`config.mk`:
```
export PLATFORM = sky130hd
export DESIGN_NAME = pokey_pot_scan_ctrl
export DESIGN_NICKNAME = d
export VERILOG_FILES = /design/src/rtl/pokey_pot_pkg.sv /design/src/rtl/pokey_pot_channel.sv /design/src/rtl/pokey_pot_scan_ctrl.sv
export SDC_FILE = /design/constraint.sdc
export NUM_CORES = 1
export LEC_CHECK = 0
export CAP_MARGIN = 20
export CORE_MARGIN = 3
export CORE_UTILIZATION = 49
export DETAILED_ROUTE_END_ITERATION = 10
export PLACE_DENSITY = 0.85
export SYNTH_ARGS = -nofsm -noshare
export SYNTH_HDL_FRONTEND = slang
export SYNTH_SLANG_ARGS = --single-unit
```
`constraint.sdc`:
```
create_clock -name clk_i -period 2.8 [get_ports clk_i]
set_input_delay 0.56 -clock clk_i [delete_from_list [all_inputs] [get_ports clk_i]]
set_output_delay 0.56 -clock clk_i [all_outputs]
set_load 0.01 [all_outputs]
```
`src/rtl/pokey_pot_pkg.sv`:
```
// Shared types and constants for the POKEY potentiometer scan sequencer.
package pokey_pot_pkg;

  typedef enum logic [1:0] {
    StIdle,
    StDump,
    StScan
  } pot_state_e;

  localparam int unsigned POT_MAX_COUNT      = 228;
  localparam int unsigned POT_DUMP_TICKS     = 2;
  localparam logic [7:0]  ALLPOT_UNUSED_MASK = 8'hF0;

endpackage

```
`src/rtl/pokey_pot_channel.sv`:
```
// One pot channel: holds the latched count and the still-counting flag.
module pokey_pot_channel
  import pokey_pot_pkg::*;
(
  input  logic       clk_i,
  input  logic       rst_i,
  input  logic       clear_i,
  input  logic       start_i,
  input  logic       scan_tick_i,
  input  logic [7:0] count_i,
  input  logic       at_max_i,
  input  logic       pot_in_i,
  output logic [7:0] value_o,
  output logic       pending_o
);

  logic [7:0] value_d, value_q;
  logic       pending_d, pending_q;

  always_comb begin
    value_d   = value_q;
    pending_d = pending_q;
    if (clear_i) begin
      pending_d = 1'b0;
    end else if (start_i) begin
      pending_d = 1'b1;
    end else if (scan_tick_i && pending_q && (pot_in_i || at_max_i)) begin
      // At the terminal tick the count equals MAX_COUNT, so one latch path covers both cases.
      value_d   = count_i;
      pending_d = 1'b0;
    end
  end

  always_ff @(posedge clk_i) begin
    if (rst_i) begin
      value_q   <= 8'h00;
      pending_q <= 1'b0;
    end else begin
      value_q   <= value_d;
      pending_q <= pending_d;
    end
  end

  assign value_o   = value_q;
  assign pending_o = pending_q;

endmodule

```
`src/rtl/pokey_pot_scan_ctrl.sv`:
```
// POKEY pot scan sequencer: shared scan counter, capacitor dump control and
// per-channel count latching for the POT0-3 / ALLPOT registers.
module pokey_pot_scan_ctrl
  import pokey_pot_pkg::*;
#(
  parameter int unsigned NUM_POTS   = 4,
  parameter int unsigned MAX_COUNT  = POT_MAX_COUNT,
  parameter int unsigned DUMP_TICKS = POT_DUMP_TICKS
) (
  input  logic                  clk_i,
  input  logic                  rst_i,
  input  logic                  tick15_i,
  input  logic                  tick179_i,
  input  logic [7:0]            skctl_i,
  input  logic                  potgo_strobe_i,
  input  logic [NUM_POTS-1:0]   pot_in_i,
  output logic                  pot_rel_o,
  output logic [8*NUM_POTS-1:0] pot_val_o,
  output logic [7:0]            allpot_o,
  output logic                  scan_busy_o,
  output logic                  scan_done_o
);

  localparam logic [7:0] MaxCnt    = MAX_COUNT[7:0];
  localparam logic [7:0] DumpTicks = DUMP_TICKS[7:0];

  pot_state_e    state_q;
  logic [7:0]    cnt_q, dump_q;
  logic          pot_rel_q, busy_q, done_q;
  logic [NUM_POTS-1:0] pending;

  logic scan_tick, init_mode, start, at_max, chan_tick, all_clear;

  assign scan_tick = skctl_i[2] ? tick179_i : tick15_i;
  assign init_mode = (skctl_i[1:0] == 2'b00);
  assign start     = potgo_strobe_i & ~init_mode;
  assign at_max    = (cnt_q == MaxCnt);
  // A restart or init in the same cycle swallows the scan tick.
  assign chan_tick = scan_tick & (state_q == StScan) & ~start & ~init_mode;
  // Pending set once this tick's comparator trips have been applied.
  assign all_clear = ((pending & ~pot_in_i) == '0);

  always_ff @(posedge clk_i) begin
    if (rst_i) begin
      state_q   <= StIdle;
      cnt_q     <= 8'h00;
      dump_q    <= 8'h00;
      pot_rel_q <= 1'b1;
      busy_q    <= 1'b0;
      done_q    <= 1'b0;
    end else begin
      done_q <= 1'b0;
      if (init_mode) begin
        state_q   <= StIdle;
        pot_rel_q <= 1'b1;
        busy_q    <= 1'b0;
      end else if (potgo_strobe_i) begin
        state_q   <= StDump;
        cnt_q     <= 8'h00;
        dump_q    <= 8'h00;
        pot_rel_q <= 1'b1;
        busy_q    <= 1'b1;
      end else if (scan_tick) begin
        unique case (state_q)
          StDump: begin
            dump_q <= dump_q + 8'd1;
            if (dump_q + 8'd1 == DumpTicks) begin
              state_q   <= StScan;
              pot_rel_q <= 1'b0;
            end
          end
          StScan: begin
            if (!at_max) begin
              cnt_q <= cnt_q + 8'd1;
            end
            if (at_max || all_clear) begin
              state_q   <= StIdle;
              pot_rel_q <= 1'b1;
              busy_q    <= 1'b0;
              done_q    <= 1'b1;
            end
          end
          default: ;
        endcase
      end
    end
  end

  for (genvar i = 0; i < NUM_POTS; i++) begin : g_chan
    pokey_pot_channel u_chan (
      .clk_i      (clk_i),
      .rst_i      (rst_i),
      .clear_i    (init_mode),
      .start_i    (start),
      .scan_tick_i(chan_tick),
      .count_i    (cnt_q),
      .at_max_i   (at_max),
      .pot_in_i   (pot_in_i[i]),
      .value_o    (pot_val_o[8*i +: 8]),
      .pending_o  (pending[i])
    );
  end

  assign pot_rel_o   = pot_rel_q;
  assign allpot_o    = 8'(pending) & ~ALLPOT_UNUSED_MASK;
  assign scan_busy_o = busy_q;
  assign scan_done_o = done_q;

endmodule

```
==> results of run 1 <==
[power by group through the flow]
stage | Clock (mW) | Sequential, mW | Combinational (mW)
floorplan | 0 | 0.844 | 0.0609
CTS | 0.803 | 0.826 | 0.100
detailed placement | 0 | 0.845 | 0.0997
finish | 0.788 | 0.827 | 0.101
global placement | 0 | 0.844 | 0.0978
global route | 0.843 | 0.827 | 0.111
[through the flow]
stage	area, µm²	power (mW)
floorplan	2550	0.905
global placement	3110	0.942
detailed placement	3110	0.944
CTS	3310	1.73
global route	3310	1.78
finish	3310	1.71
[area by class of cell]
class,instances,area (µm²)
clock buffers,12,155
clock inverters,4,51.3
fillers,386,1570
inverters,8,30.0
multi-input cells,198,1260
flip-flops and latches,57,1140
well taps,67,83.8
repair buffers,62,591
[worst max-delay path, stage by stage, from the launching register on]
cell	delay (ns)
dfxtp_1	0.42
ha_1	0.27
nand3_1	0.15
o21a_1	0.23
o41ai_1	0.40
nand3_1	0.20
or4_1	0.52
and2_1	0.15
[Yosys cell counts, drive strengths merged (2+ instances only)]
cell type,instances
buf,14
nand3b,3
o21a,2
o211ai,4
o211a,4
nor2,56
xnor2,7
nand3,5
nand4,3
nor3,8
o21ai,11
a21oi,13
or3,4
nand2b,5
ha,6
dfxtp,57
nor3b,2
clkbuf,10
inv,8
a31oi,3
nand2,7
mux2i,33
and2,5
[sequential cells by signal (all words and copies together), names as in the netlist]
signal / flops
g_chan.u_chan.value_o: 32
cnt_q: 8
dump_q: 8
g_chan.u_chan.pending_o: 4
state_q: 2
pot_rel_o: 1
scan_busy_o: 1
scan_done_o: 1
[metal layers]
metal	up-vias	wire length, µm
met2	51	2760
met3	12	287
li1	1071	-
met5	-	0
met4	0	74
met1	1000	2520
[cells by family after synthesis]
logic type | Yosys count | share of synthesized area
DFF | 57 | 0.449
adders and majority gates | 6 | 0.0295
muxes | 33 | 0.130
buffers and inverters | 32 | 0.0600
and+or+nand+nor | 105 | 0.198
AOI/OAI and AO/OA | 43 | 0.108
other | 1 | 0.00147
xor gates and xnor gates | 7 | 0.0241
[how the worst max path moves through the flow]
stage / cells after the start / start / endpoint
2_1_floorplan: 8 / cnt_q[0]$_SDFFE_PP0P_ / pot_rel_o$_SDFFE_PP1P_
3_3_place_gp: 8 / skctl_i[2] / g_chan[2].u_chan.value_o[3]$_SDFFE_PP0P_
3_5_place_dp: 8 / skctl_i[2] / g_chan[1].u_chan.value_o[4]$_SDFFE_PP0P_
4_1_cts: 7 / dump_q[0]$_SDFFE_PP0P_ / pot_rel_o$_SDFFE_PP1P_
5_1_grt: 7 / dump_q[0]$_SDFFE_PP0P_ / pot_rel_o$_SDFFE_PP1P_
6_report: 7 / dump_q[0]$_SDFFE_PP0P_ / pot_rel_o$_SDFFE_PP1P_
==> metrics, run 1 <==
I/O pin cnt=60; Rows=25; die width=78.0 µm; Hold EP=g_chan[3].u_chan.value_o[2]$_SDFFE_PP0P_; antenna-violating nets left=0; post-DP HPWL=4020 µm; Num Clock Sinks=57; Netlist cell types=39; GP Congestion=0.830; Final Slew Violations=0; number of vias per cell=5.23; largest net degree at the start of global routing=46; Setup CP Type=flip-flop to flip-flop; first-pass GRT wire length=9700 µm; CP Capture Type=flip-flop; Reg power frac=0.482; core area=4880 µm²; I/O Buffers=50; maxcap violations=0; critical path data arrival time=2.66 ns; maximum buffer depth of the clock tree=2; post-synthesis sequential area ratio=0.449; Reg2Reg Depth=7; status=completed; grt ovf=0; Critical Path RT=3.03 ns; EDFF count, synth=0; cell taking the most area after synthesis=dfxtp_1; Area Growth Syn to Fin=30.3%; WHS=0.499 ns; wire per inst=13.8 µm; Seq cells post-synth=57; Hold-fix buffers, CTS=0; top_reg_cell synth=dfxtp_1; busiest grt layer=met2; vias=2,134; crit path launch type=flip-flop; pwr dens=518 nW/µm²; final worst slack=0.365 ns; Leak=1.45 nW; sw frac=0.228; met2 Track Usage GR=0.341; YS warnings=0; final net count=359; setup violators final=0; vias in the first global route=2,101; Synth area leaders=dfxtp_1 (45%), mux2i_1 (13%), nor2_1 (8.3%); Least-Margin Pin Slew=0.788 ns; Fin. Hold Viols=0; Post-CTS Resized=0; Internal=1.32 mW; WHS Path Cells=2; layout cells sized above 1=0.0880; R2R Setup Slk=0.37 ns; clk root buf=clkbuf_8; met1 Resource Use GR=0.238; Post-CTS Setup Bufs=0; Antenna Cells=0; Tot GR Track Use=0.201; DRT iter0 DRCs=140; CTS tree=done; Clock transition at path regs=0.07 ns; Die H=78.0 µm; Async SR Flop Fraction=0; post-synth top area share=0.449; Crit Path Max Fanout=7; clock network fraction of total power=0.459; H-tree levels=3; FF-to-FF End=pot_rel_o$_SDFFE_PP1P_; Detailed Route WL=5650 µm; commonest non-fill, non-tap cell in the layout=dfxtp_1; pre-CTS setup slack=0.186 ns; reg-to-reg startpoint=dump_q[0]$_SDFFE_PP0P_; clk_skew=0.00608 ns; GR Layer Usage met3=0.0665; Peak VDD IR=0.451 mV; RSZ-0062 raised after global routing=false; Post-Place Cells=392; Mapped Cells=284; critical hold path startpoint=g_chan[3].u_chan.value_o[2]$_SDFFE_PP0P_; Worst Hold Class=flip-flop to flip-flop; Syn Std Cell Area=2540 µm²; Die ar.=6090 µm²; setup TNS=0 ns; Comb pwr share=0.059; leading cell types in the layout, fill and taps excluded=dfxtp_1 (57), nor2_1 (56), clkdlybuf4s50_1 (50), mux2i_1 (33), a21oi_1 (13); Net Sw Power=390 µW; Slew headroom=0.467; Peak Freq=411 MHz; fin util=0.679; minimum clock period=2.43 ns; Initial Util=0.521; drt pass-1 iters=5; final cell count without fillers=408; initial antenna violation count=0; crit share post-route=0.870; synthesized area per cell=8.95 µm²; DRC Markers=0; CTS Buf Count=9; Clock Latency Late Sink=0.33 ns
Power figures use the tool's default switching activity.
==> run 2, diff against run 1 <==
--- a/config.mk
+++ b/config.mk
@@ -8,8 +8,10 @@
 export CAP_MARGIN = 20
 export CORE_MARGIN = 3
 export CORE_UTILIZATION = 49
+export CTS_CLUSTER_SIZE = 10
 export DETAILED_ROUTE_END_ITERATION = 10
 export PLACE_DENSITY = 0.85
+export REMOVE_ABC_BUFFERS = 1
 export SYNTH_ARGS = -nofsm -noshare
 export SYNTH_HDL_FRONTEND = slang
 export SYNTH_SLANG_ARGS = --single-unit
==> metrics, run 2 (synthesis results as in run 1) <==
Die H=78.0 µm (unchanged); Least-Margin Pin Slew=0.700 ns (was 0.788 ns); vias=2,144 (was 2,134); Critical Path Start=dump_q[0]$_SDFFE_PP0P_ (unchanged); I/O pin cnt=60 (unchanged); H-tree levels=3 (unchanged); CTS Buf Count=9 (unchanged); clk root buf=clkbuf_8 (unchanged); CP Capture Type=flip-flop (unchanged); Setup CP Type=flip-flop to flip-flop (unchanged); crit share post-route=0.932 (was 0.870); Clock Latency Late Sink=0.34 ns (was 0.33 ns); post-DP HPWL=3990 µm (was 4020 µm); WHS=0.499 ns (about the same); wire per inst=14.3 µm (was 13.8 µm); final net count=359 (unchanged); DRT iter0 DRCs=102 (was 140); first-pass GRT wire length=9740 µm (was 9700 µm); core area=4880 µm² (unchanged); Final Slew Violations=0 (unchanged); Hold-fix buffers, CTS=0 (unchanged); DRC Markers=0 (unchanged); Post-CTS Setup Bufs=0 (unchanged); Slew headroom=0.527 (was 0.467); GP Congestion=0.867 (was 0.830); Peak VDD IR=0.391 mV (was 0.451 mV); largest net degree at the start of global routing=46 (unchanged); R2R Setup Slk=0.19 ns (was 0.37 ns); Post-CTS Resized=0 (unchanged); Total Power=1.75 mW (was 1.71 mW); Num Clock Sinks=57 (unchanged); setup TNS=0 ns (unchanged); Critical Path RT=3.03 ns (about the same); minimum clock period=2.61 ns (was 2.43 ns); Largest register FFs=32 (unchanged); Clock transition at path regs=0.07 ns (about the same); Detailed Route WL=5840 µm (was 5650 µm); number of vias per cell=5.25 (was 5.23); Crit Path Max Fanout=7 (unchanged); fin util=0.679 (about the same); vias in the first global route=2,084 (was 2,101); antenna-violating nets left=0 (unchanged); status=completed (unchanged); Peak Freq=383 MHz (was 411 MHz); critical hold path startpoint=g_chan[3].u_chan.value_o[2]$_SDFFE_PP0P_ (unchanged); Fin. Hold Viols=0 (unchanged); grt ovf=0 (unchanged); Leak=1.46 nW (was 1.45 nW); Area Growth Syn to Fin=30.4% (was 30.3%); Tot GR Track Use=0.201 (unchanged); clk_skew=0.00839 ns (was 0.00608 ns); Rows=25 (unchanged); Antenna Cells=0 (unchanged); setup violators final=0 (unchanged); CTS tree=done (unchanged); Die ar.=6090 µm² (unchanged); crit path launch type=flip-flop (unchanged); die width=78.0 µm (unchanged); Initial Util=0.521 (unchanged); critical path data arrival time=2.84 ns (was 2.66 ns); layout cells sized above 1=0.0880 (unchanged); I/O Buffers=50 (unchanged); reg-to-reg startpoint=dump_q[0]$_SDFFE_PP0P_ (unchanged); Worst Hold Class=flip-flop to flip-flop (unchanged); commonest non-fill, non-tap cell in the layout=dfxtp_1 (unchanged); pwr dens=529 nW/µm² (was 518 nW/µm²); RSZ-0062 raised after global routing=false (unchanged); initial antenna violation count=0 (unchanged); drt pass-1 iters=4 (was 5); leading cell types in the layout, fill and taps excluded=dfxtp_1 (57), nor2_1 (56), clkdlybuf4s50_1 (50), mux2i_1 (33), a21oi_1 (13) (unchanged); maximum buffer depth of the clock tree=2 (unchanged); maxcap violations=0 (unchanged)
## run 2: cell types whose count changed in the layout (fill, tap and decap cells not counted), sizes merged
cell,delta
clkbuf,-2
bufinv,+1
clkinv,+1
## run 2: layout make-up
cell class,count,area [µm²]
Tap cell,67,83.8
Timing Repair Buffer,62,591
Fill cell,401,1560
Inverter,8,30.0
Clock buffer,10,128
Multi-Input combinational cell,198,1260
Clock inverter,6,82.6
Sequential cell,57,1140
## run 2: path summary, 6_finish.rpt
| kind | cells past startpoint | endpoint |
|---|---|---|
| worst max register to register | 7 | pot_rel_o$_SDFFE_PP1P_ |
| worst max-delay path | 7 | pot_rel_o$_SDFFE_PP1P_ |
| worst min register to register | 2 | g_chan[3].u_chan.value_o[2]$_SDFFE_PP0P_ |
| worst min-delay path | 2 | g_chan[3].u_chan.value_o[2]$_SDFFE_PP0P_ |
## run 2: through the flow
step           instances  worst slack [ns]  instance area (µm²)
4_1_cts              408             0.270                 3320
5_1_grt              408            0.0488                 3320
2_1_floorplan        263             0.602                 2430
3_3_place_gp         392             0.373                 3110
6_report             408             0.191                 3320
3_5_place_dp         392             0.287                 3110
## run 2: per-layer routing
metal,global-route usage,part of all wire,vias up
met5,0,0,-
met3,0.0665,0.063,7
met2,0.317,0.48,71
met1,0.252,0.45,998
li1,-,-,1068
met4,0.0839,0.011,0
## run 2: report_power, final
group	switching (mW)	internal, mW
combinational	0.0560	0.0461
clock	0.328	0.496
sequential	0.00766	0.819
total	0.391	1.36
## run 2: critical path, stage by stage (launching register included)
cell     delay, ns
dfxtp_1       0.43
ha_1          0.28
nand3_1       0.15
o21a_1        0.23
o41ai_1       0.51
nand3_1       0.22
or4_1         0.53
and2_1        0.15
